**config.mk**
```make
export PLATFORM = sky130hd
export DESIGN_NAME = pmem_arbiter
export DESIGN_NICKNAME = d
export VERILOG_FILES = /design/src/rtl/pmem_arbiter.sv
export SDC_FILE = /design/constraint.sdc
export NUM_CORES = 1
export LEC_CHECK = 0
export ABC_AREA = 0
export CAP_MARGIN = 20
export CORE_AREA = 5 5 539 541
export CTS_BUF_LIST = sky130_fd_sc_hd__clkbuf_8
export CTS_CLUSTER_DIAMETER = 80
export DETAILED_ROUTE_END_ITERATION = 8
export DIE_AREA = 0 0 544 546
export GPL_TIMING_DRIVEN = 0
export PLACE_DENSITY = 0.3
export SYNTH_ARGS = -nofsm -noshare
export SYNTH_HDL_FRONTEND = slang
export SYNTH_SLANG_ARGS = --single-unit
```
**constraint.sdc**
```tcl
create_clock -name clk -period 54.8 [get_ports clk]
set_input_delay 10.96 -clock clk [delete_from_list [all_inputs] [get_ports clk]]
set_output_delay 10.96 -clock clk [all_outputs]
set_load 0.05 [all_outputs]
```
**src/rtl/pmem_arbiter.sv**
```systemverilog
// pmem_arbiter
//   Shares one cacheline memory port between the I-cache (read only) and the
//   D-cache (read/write). One requester is granted at a time; its address and
//   writeback data are latched at grant time, and the memory response is routed
//   back to the granted side only. Ties go round-robin: the side that was not
//   served last wins the next tie (D wins the first tie after reset).
//
// Ports
//   clk, rst                  clock (rising edge), asynchronous active-high reset
//   i_read, i_addr            I-cache line-read request and address
//   i_rdata, i_resp           line returned to the I-cache, 1-cycle completion pulse
//   d_read, d_write, d_addr   D-cache read / writeback request and address
//   d_wdata                   D-cache writeback line
//   d_rdata, d_resp           line returned to the D-cache, 1-cycle completion pulse
//   mem_read, mem_write       requests to the cacheline adaptor
//   mem_address, mem_wdata    latched address / writeback line of the granted request
//   mem_rdata, mem_resp       adaptor return line and completion pulse
//   busy                      high whenever a request is in service or in turnaround
//   dbg_state                 current FSM state (IDLE=0, SERVE_I=1, SERVE_D=2, DONE=3)
//
// Handshake: a requester raises x_read/x_write and holds it until x_resp; the
// arbiter holds mem_read/mem_write and the latched address/data constant until
// mem_resp, completes the requester in that same cycle, then spends one DONE
// cycle with no memory request so the served cache can drop its request line.

module pmem_arbiter #(
    parameter int LINE_W = 256,
    parameter int ADDR_W = 32
) (
    input  logic              clk,
    input  logic              rst,
    input  logic              i_read,
    input  logic [ADDR_W-1:0] i_addr,
    output logic [LINE_W-1:0] i_rdata,
    output logic              i_resp,
    input  logic              d_read,
    input  logic              d_write,
    input  logic [ADDR_W-1:0] d_addr,
    input  logic [LINE_W-1:0] d_wdata,
    output logic [LINE_W-1:0] d_rdata,
    output logic              d_resp,
    output logic              mem_read,
    output logic              mem_write,
    output logic [ADDR_W-1:0] mem_address,
    output logic [LINE_W-1:0] mem_wdata,
    input  logic [LINE_W-1:0] mem_rdata,
    input  logic              mem_resp,
    output logic              busy,
    output logic [1:0]        dbg_state
);

    typedef enum logic [1:0] {
        IDLE    = 2'd0,
        SERVE_I = 2'd1,
        SERVE_D = 2'd2,
        DONE    = 2'd3
    } state_t;

    state_t state, state_nx;

    logic              prio_d;     // 1: D side wins the next tie
    logic              wflag;      // granted D request is a writeback
    logic [LINE_W-1:0] i_rdata_q;  // last line delivered to the I side
    logic [LINE_W-1:0] d_rdata_q;  // last line delivered to the D side

    logic d_req;
    logic grant_i, grant_d;
    logic done_i, done_d;

    assign d_req = d_read | d_write;

    // Next state and grant/complete strobes
    always_comb begin
        state_nx = state;
        grant_i  = 1'b0;
        grant_d  = 1'b0;
        done_i   = 1'b0;
        done_d   = 1'b0;
        case (state)
            IDLE: begin
                if (d_req && (!i_read || prio_d)) begin
                    state_nx = SERVE_D;
                    grant_d  = 1'b1;
                end else if (i_read) begin
                    state_nx = SERVE_I;
                    grant_i  = 1'b1;
                end
            end
            SERVE_I: begin
                if (mem_resp) begin
                    state_nx = DONE;
                    done_i   = 1'b1;
                end
            end
            SERVE_D: begin
                if (mem_resp) begin
                    state_nx = DONE;
                    done_d   = 1'b1;
                end
            end
            DONE: begin
                state_nx = IDLE;
            end
            default: begin
                state_nx = IDLE;
            end
        endcase
    end

    // Outputs decode from the state and the latched write flag
    always_comb begin
        mem_read  = (state == SERVE_I) || ((state == SERVE_D) && !wflag);
        mem_write = (state == SERVE_D) && wflag;
        busy      = (state != IDLE);
        i_resp    = done_i;
        d_resp    = done_d;
        // Return data is passed through in the response cycle and held after it
        i_rdata   = done_i ? mem_rdata : i_rdata_q;
        d_rdata   = done_d ? mem_rdata : d_rdata_q;
        dbg_state = state;
    end

    always_ff @(posedge clk or posedge rst) begin
        if (rst) begin
            state       <= IDLE;
            prio_d      <= 1'b1;
            wflag       <= 1'b0;
            mem_address <= '0;
            mem_wdata   <= '0;
            i_rdata_q   <= '0;
            d_rdata_q   <= '0;
        end else begin
            state <= state_nx;
            if (grant_i) begin
                mem_address <= i_addr;
                wflag       <= 1'b0;
            end
            if (grant_d) begin
                mem_address <= d_addr;
                mem_wdata   <= d_wdata;
                // A writeback takes precedence if read and write are both raised
                wflag       <= d_write;
            end
            if (done_i) begin
                i_rdata_q <= mem_rdata;
                prio_d    <= 1'b1;
            end
            if (done_d) begin
                d_rdata_q <= mem_rdata;
                prio_d    <= 1'b0;
            end
        end
    end

endmodule
```
==> report_table.html <==
<table>
<tr><th>Metric</th><th>Value</th></tr>
<tr><th colspan="2">Logic synthesis</th></tr>
<tr><td>Sequential-to-total area share from yosys stat</td><td>66.5%</td></tr>
<tr><td>Yosys cell types</td><td>28</td></tr>
<tr><td>YS warnings</td><td>0</td></tr>
<tr><td>Synthesized Nets</td><td>2427</td></tr>
<tr><td>Cell taking the most area after synthesis</td><td>sky130_fd_sc_hd__dfrtp_1</td></tr>
<tr><td>Area fraction in compound gates after synthesis</td><td>1.71%</td></tr>
<tr><td>Area share of and/or/nand/nor cells after synthesis</td><td>1.17%</td></tr>
<tr><td>Number of instances in the synthesized netlist</td><td>1842</td></tr>
<tr><td>Fraction of synthesized cell area taken by the top area cell type</td><td>66.4%</td></tr>
<tr><td>Combined area of all synthesized cells</td><td>30300 µm²</td></tr>
<tr><td>Combinational family with the most area after synthesis</td><td>multiplexers</td></tr>
<tr><td>Biggest area contributors in the synthesized netlist</td><td>sky130_fd_sc_hd__dfrtp_1 66%, sky130_fd_sc_hd__mux2_2 29%, sky130_fd_sc_hd__buf_2 0.96%, sky130_fd_sc_hd__o31ai_1 0.82%, sky130_fd_sc_hd__a31oi_1 0.66%</td></tr>
<tr><td>Average cell area after synthesis</td><td>16.4 µm²</td></tr>
<tr><td>Number of synthesized register bits</td><td>804</td></tr>
<tr><td>Parity-gate share of the synthesized area counting xor and xnor cells</td><td>0%</td></tr>
<tr><td>Synthesized-area fraction occupied by adder cells</td><td>0.124%</td></tr>
<tr><td>Proportion of synthesized area in mux cells</td><td>28.6%</td></tr>
<tr><th colspan="2">Die</th></tr>
<tr><td>Die Area</td><td>297000 µm²</td></tr>
<tr><td>Horiz. Die Dim</td><td>544 µm</td></tr>
<tr><td>Initial core utilization</td><td>10.6%</td></tr>
<tr><td>IO Pins</td><td>1389</td></tr>
<tr><td>Core area</td><td>284000 µm²</td></tr>
<tr><td>FP Rows</td><td>196</td></tr>
<tr><td>Die height</td><td>546 µm</td></tr>
<tr><th colspan="2">Finish</th></tr>
<tr><td>Most frequent standard cell in the layout excluding fill and tap cells</td><td>sky130_fd_sc_hd__clkdlybuf4s50_1</td></tr>
<tr><td>Total non-filler cell area in the finished layout</td><td>52900 µm²</td></tr>
<tr><td>Final non-filler cell total</td><td>7336</td></tr>
<tr><td>Area Growth Syn to Fin</td><td>74.6%</td></tr>
<tr><td>Most frequent cells in the layout</td><td>1388 x sky130_fd_sc_hd__clkdlybuf4s50_1, 803 x sky130_fd_sc_hd__dfrtp_1, 767 x sky130_fd_sc_hd__mux2_2, 224 x sky130_fd_sc_hd__clkbuf_8, 69 x sky130_fd_sc_hd__inv_1</td></tr>
<tr><td>Layout cell share with drive strength beyond 1</td><td>31.5%</td></tr>
<tr><td>Count of nets after finishing</td><td>4007</td></tr>
<tr><th colspan="2">Placed design</th></tr>
<tr><td>Gpl congestion</td><td>0.863</td></tr>
<tr><td>Instance area at placement</td><td>49200 µm²</td></tr>
<tr><td>Worst slack at placement</td><td>28980 ps</td></tr>
<tr><td>Half-perimeter wire length after detailed placement</td><td>179 mm</td></tr>
<tr><td>Count of input and output buffers</td><td>1388</td></tr>
<tr><td>Placed Instances</td><td>7004</td></tr>
<tr><th colspan="2">Clocking</th></tr>
<tr><td>Worst-path clk slew</td><td>50 ps</td></tr>
<tr><td>Clock H-tree levels</td><td>4</td></tr>
<tr><td>Post-CTS Setup Inserts</td><td>0</td></tr>
<tr><td>Hold buffer count at CTS</td><td>0</td></tr>
<tr><td>Clock latency reported for the late side of the worst-skew pair</td><td>880 ps</td></tr>
<tr><td>Number of buffers added by the clock tree synthesis step</td><td>178</td></tr>
<tr><td>Number of sinks handled by clock tree synthesis</td><td>804</td></tr>
<tr><td>Post_cts resized</td><td>0</td></tr>
<tr><td>Clock tree from TritonCTS</td><td>done</td></tr>
<tr><td>CTS Buffer Depth</td><td>4</td></tr>
<tr><td>Clock tree root buffer cell</td><td>sky130_fd_sc_hd__clkbuf_8</td></tr>
<tr><th colspan="2">STA</th></tr>
<tr><td>Final setup margin</td><td>29280 ps</td></tr>
<tr><td>Worst Tran Pin Value</td><td>1010 ps</td></tr>
<tr><td>Final-report hold violation count</td><td>0</td></tr>
<tr><td>Final worst path period share</td><td>46.6%</td></tr>
<tr><td>Remaining max-slew budget at the tightest pin</td><td>32.4%</td></tr>
<tr><td>Setup Viol. Count Final</td><td>0</td></tr>
<tr><td>Max frequency</td><td>39.2 MHz</td></tr>
<tr><td>Setup repair after global routing missed its margin</td><td>false</td></tr>
<tr><td>Min Tclk post-route</td><td>25520 ps</td></tr>
<tr><td>Final-report max-slew violation count</td><td>0</td></tr>
<tr><td>Total negative setup slack</td><td>0 ps</td></tr>
<tr><td>Skew final</td><td>36.4 ps</td></tr>
<tr><th colspan="2">Pwr</th></tr>
<tr><td>Logic gate share of total power</td><td>62.3%</td></tr>
<tr><td>P_int</td><td>2200 µW</td></tr>
<tr><td>Share of power burned in the clock network</td><td>15.5%</td></tr>
<tr><td>Power density over the cells</td><td>85.9 nW/µm²</td></tr>
<tr><td>Seq pwr share</td><td>22.2%</td></tr>
<tr><td>Static Leak</td><td>0.0209 µW</td></tr>
<tr><td>Net switching component of the power</td><td>2340 µW</td></tr>
<tr><td>IR drop worst, VDD</td><td>0.0423 mV</td></tr>
<tr><td>Switching power as a share of total power</td><td>51.6%</td></tr>
<tr><td>Total power</td><td>4540 µW</td></tr>
<tr><th colspan="2">Worst setup path</th></tr>
<tr><td>R2r endpoint</td><td>i_rdata_q[72]</td></tr>
<tr><td>Data arrival time of the critical path</td><td>14560 ps</td></tr>
<tr><td>CP startpoint kind</td><td>primary input</td></tr>
<tr><td>Maximum fanout along the worst path</td><td>10</td></tr>
<tr><td>Slowest library cell on the worst path</td><td>sky130_fd_sc_hd__clkdlybuf4s50_1</td></tr>
<tr><td>Worst EP required</td><td>43840 ps</td></tr>
<tr><td>Critical Path Max Stage Delay</td><td>780 ps</td></tr>
<tr><td>Worst reg2reg startpoint</td><td>dbg_state[1]</td></tr>
<tr><td>Logic depth of the worst register-to-register path</td><td>8</td></tr>
<tr><td>Endpoint kind of the worst setup timing path</td><td>primary output</td></tr>
<tr><td>Worst setup path class</td><td>primary input to primary output</td></tr>
<tr><td>Critical path cell sequence</td><td>clkdlybuf4s50_1 -&gt; and2_1 -&gt; buf_2 -&gt; clkbuf_2 -&gt; buf_16 -&gt; buf_2 -&gt; mux2_2 -&gt; clkdlybuf4s50_1</td></tr>
<tr><td>Reg-to-reg setup timing slack</td><td>51830 ps</td></tr>
<tr><th colspan="2">Route</th></tr>
<tr><td>Router iterations before antenna repair</td><td>5</td></tr>
<tr><td>Detailed-route DRC error count</td><td>0</td></tr>
<tr><td>Routed vias</td><td>23300</td></tr>
<tr><td>Post-DR vias/cell</td><td>3.17</td></tr>
<tr><td>DRT Wirelength</td><td>216 mm</td></tr>
<tr><td>Detail Route Antenna Nets</td><td>0</td></tr>
<tr><td>Average detailed-routed wire length per instance</td><td>29.4 µm</td></tr>
<tr><td>Iter 0 DRT Violations</td><td>891</td></tr>
<tr><th colspan="2">Global routing</th></tr>
<tr><td>Global-route wire length before repair</td><td>275 mm</td></tr>
<tr><td>Grt total ovfl</td><td>0</td></tr>
<tr><td>All-Layer GR Usage</td><td>14.0%</td></tr>
<tr><td>Number of antenna violations at the first check in global routing</td><td>152</td></tr>
<tr><td>Vias in the first global route</td><td>25300</td></tr>
<tr><td>Maximum number of pins on one net before global-route repair</td><td>106</td></tr>
<tr><th colspan="2">Job</th></tr>
<tr><td>Maximum capacitance violations</td><td>0</td></tr>
<tr><th colspan="2">Hold path</th></tr>
<tr><td>Hold path startpoint</td><td>mem_address[0]</td></tr>
<tr><td>Class of the most critical hold timing path</td><td>flip-flop to flip-flop</td></tr>
<tr><td>End point of the worst hold path</td><td>mem_address[0]</td></tr>
<tr><td>Hold-critical path depth</td><td>2</td></tr>
<tr><th colspan="2">Status</th></tr>
<tr><td>Run status</td><td>finished, final reports clean</td></tr>
</table>
-- metrics by stage --
stage | util [%] | hold WS, ps
2_1_floorplan | - | 488
3_3_place_gp | 17.2 | 475
3_5_place_dp | 17.3 | 476
4_1_cts | 18.6 | 487
5_1_grt | 18.6 | 504
6_report | 18.6 | 484
-- registers in the layout, indices dropped and copies added, names as in the netlist --
signal       count
prio_d           1
dbg_state        2
mem_address     32
d_rdata_q      256
wflag            1
i_rdata_q      256
mem_wdata      256
-- final cells by class --
cell class              count  area [µm²]
multi-input cells         920        9560
clock buffers             224        3080
fillers                 31100      232000
diodes                     20        50.0
well taps                3762        4710
inverters                   7        33.8
clock inverters            88         538
flip-flops and latches    804       20100
repair buffers           1400       14200
plain buffers             111         581
-- worst max-delay path: cells and delay by family --
family        cells  cell delay, ps
buf+inv           6            2880
mux               1             420
simple gates      1             170
-- power by group through the flow --
stage / Combinational [µW] / Sequential [µW] / Clock [µW]
floorplan: 1350 / 1380 / 0
global placement: 2880 / 1030 / 0
detailed placement: 2880 / 1020 / 0
CTS: 2890 / 1010 / 745
global route: 2940 / 1040 / 765
finish: 2830 / 1010 / 703
-- worst max-delay path by stage --
stage                     startpoint        endpoint  slack, ps  cells after the start
after floorplan                  rst    d_rdata_q[0]      21260                      1
after global placement           rst  mem_address[2]       5260                      2
after detailed placement    mem_resp     d_rdata[38]      28980                      7
after CTS                   mem_resp     d_rdata[38]      28980                      7
after global routing        mem_resp     i_rdata[69]      29090                      8
final                       mem_resp     i_rdata[69]      29280                      8
-- cell families (layout without fill, tap and decap cells) --
group | count (synthesis) | count (layout)
AND/OR/NAND/NOR | 75 | 75
other | 0 | 20
multiplexers | 768 | 768
flip-flops | 804 | 804
AO/OA/AOI/OAI | 74 | 74
buffers and inverters | 118 | 1830
adder cells (fa/ha/maj) | 3 | 3
-- cell usage after synthesis (all sizes together) --
cell / instances
a21o: 1
a21oi: 2
a222oi: 1
a22o: 1
a31oi: 32
a32o: 1
and2: 2
buf: 87
clkbuf: 24
dfrtp: 803
dfstp: 1
ha: 3
inv: 7
mux2: 768
nand2: 33
nand2b: 1
nor2: 1
nor2b: 2
nor3: 35
o21a: 1
o21ai: 1
o31ai: 33
o32a: 1
or2: 1
-- routing by layer --
| layer | share of wire, % | GRT usage [%] | up-vias | wire length [µm] |
|---|---|---|---|---|
| met2 | 44 | 22.0 | 1300 | 95400 |
| met4 | 2.1 | 2.92 | 116 | 4430 |
| met3 | 13 | 8.39 | 392 | 29000 |
| li1 | - | - | 9806 | - |
| met5 | 0.35 | 0 | - | 750 |
| met1 | 40 | 16.3 | 11700 | 86100 |
No activity file was read; power rests on OpenSTA's default activity.
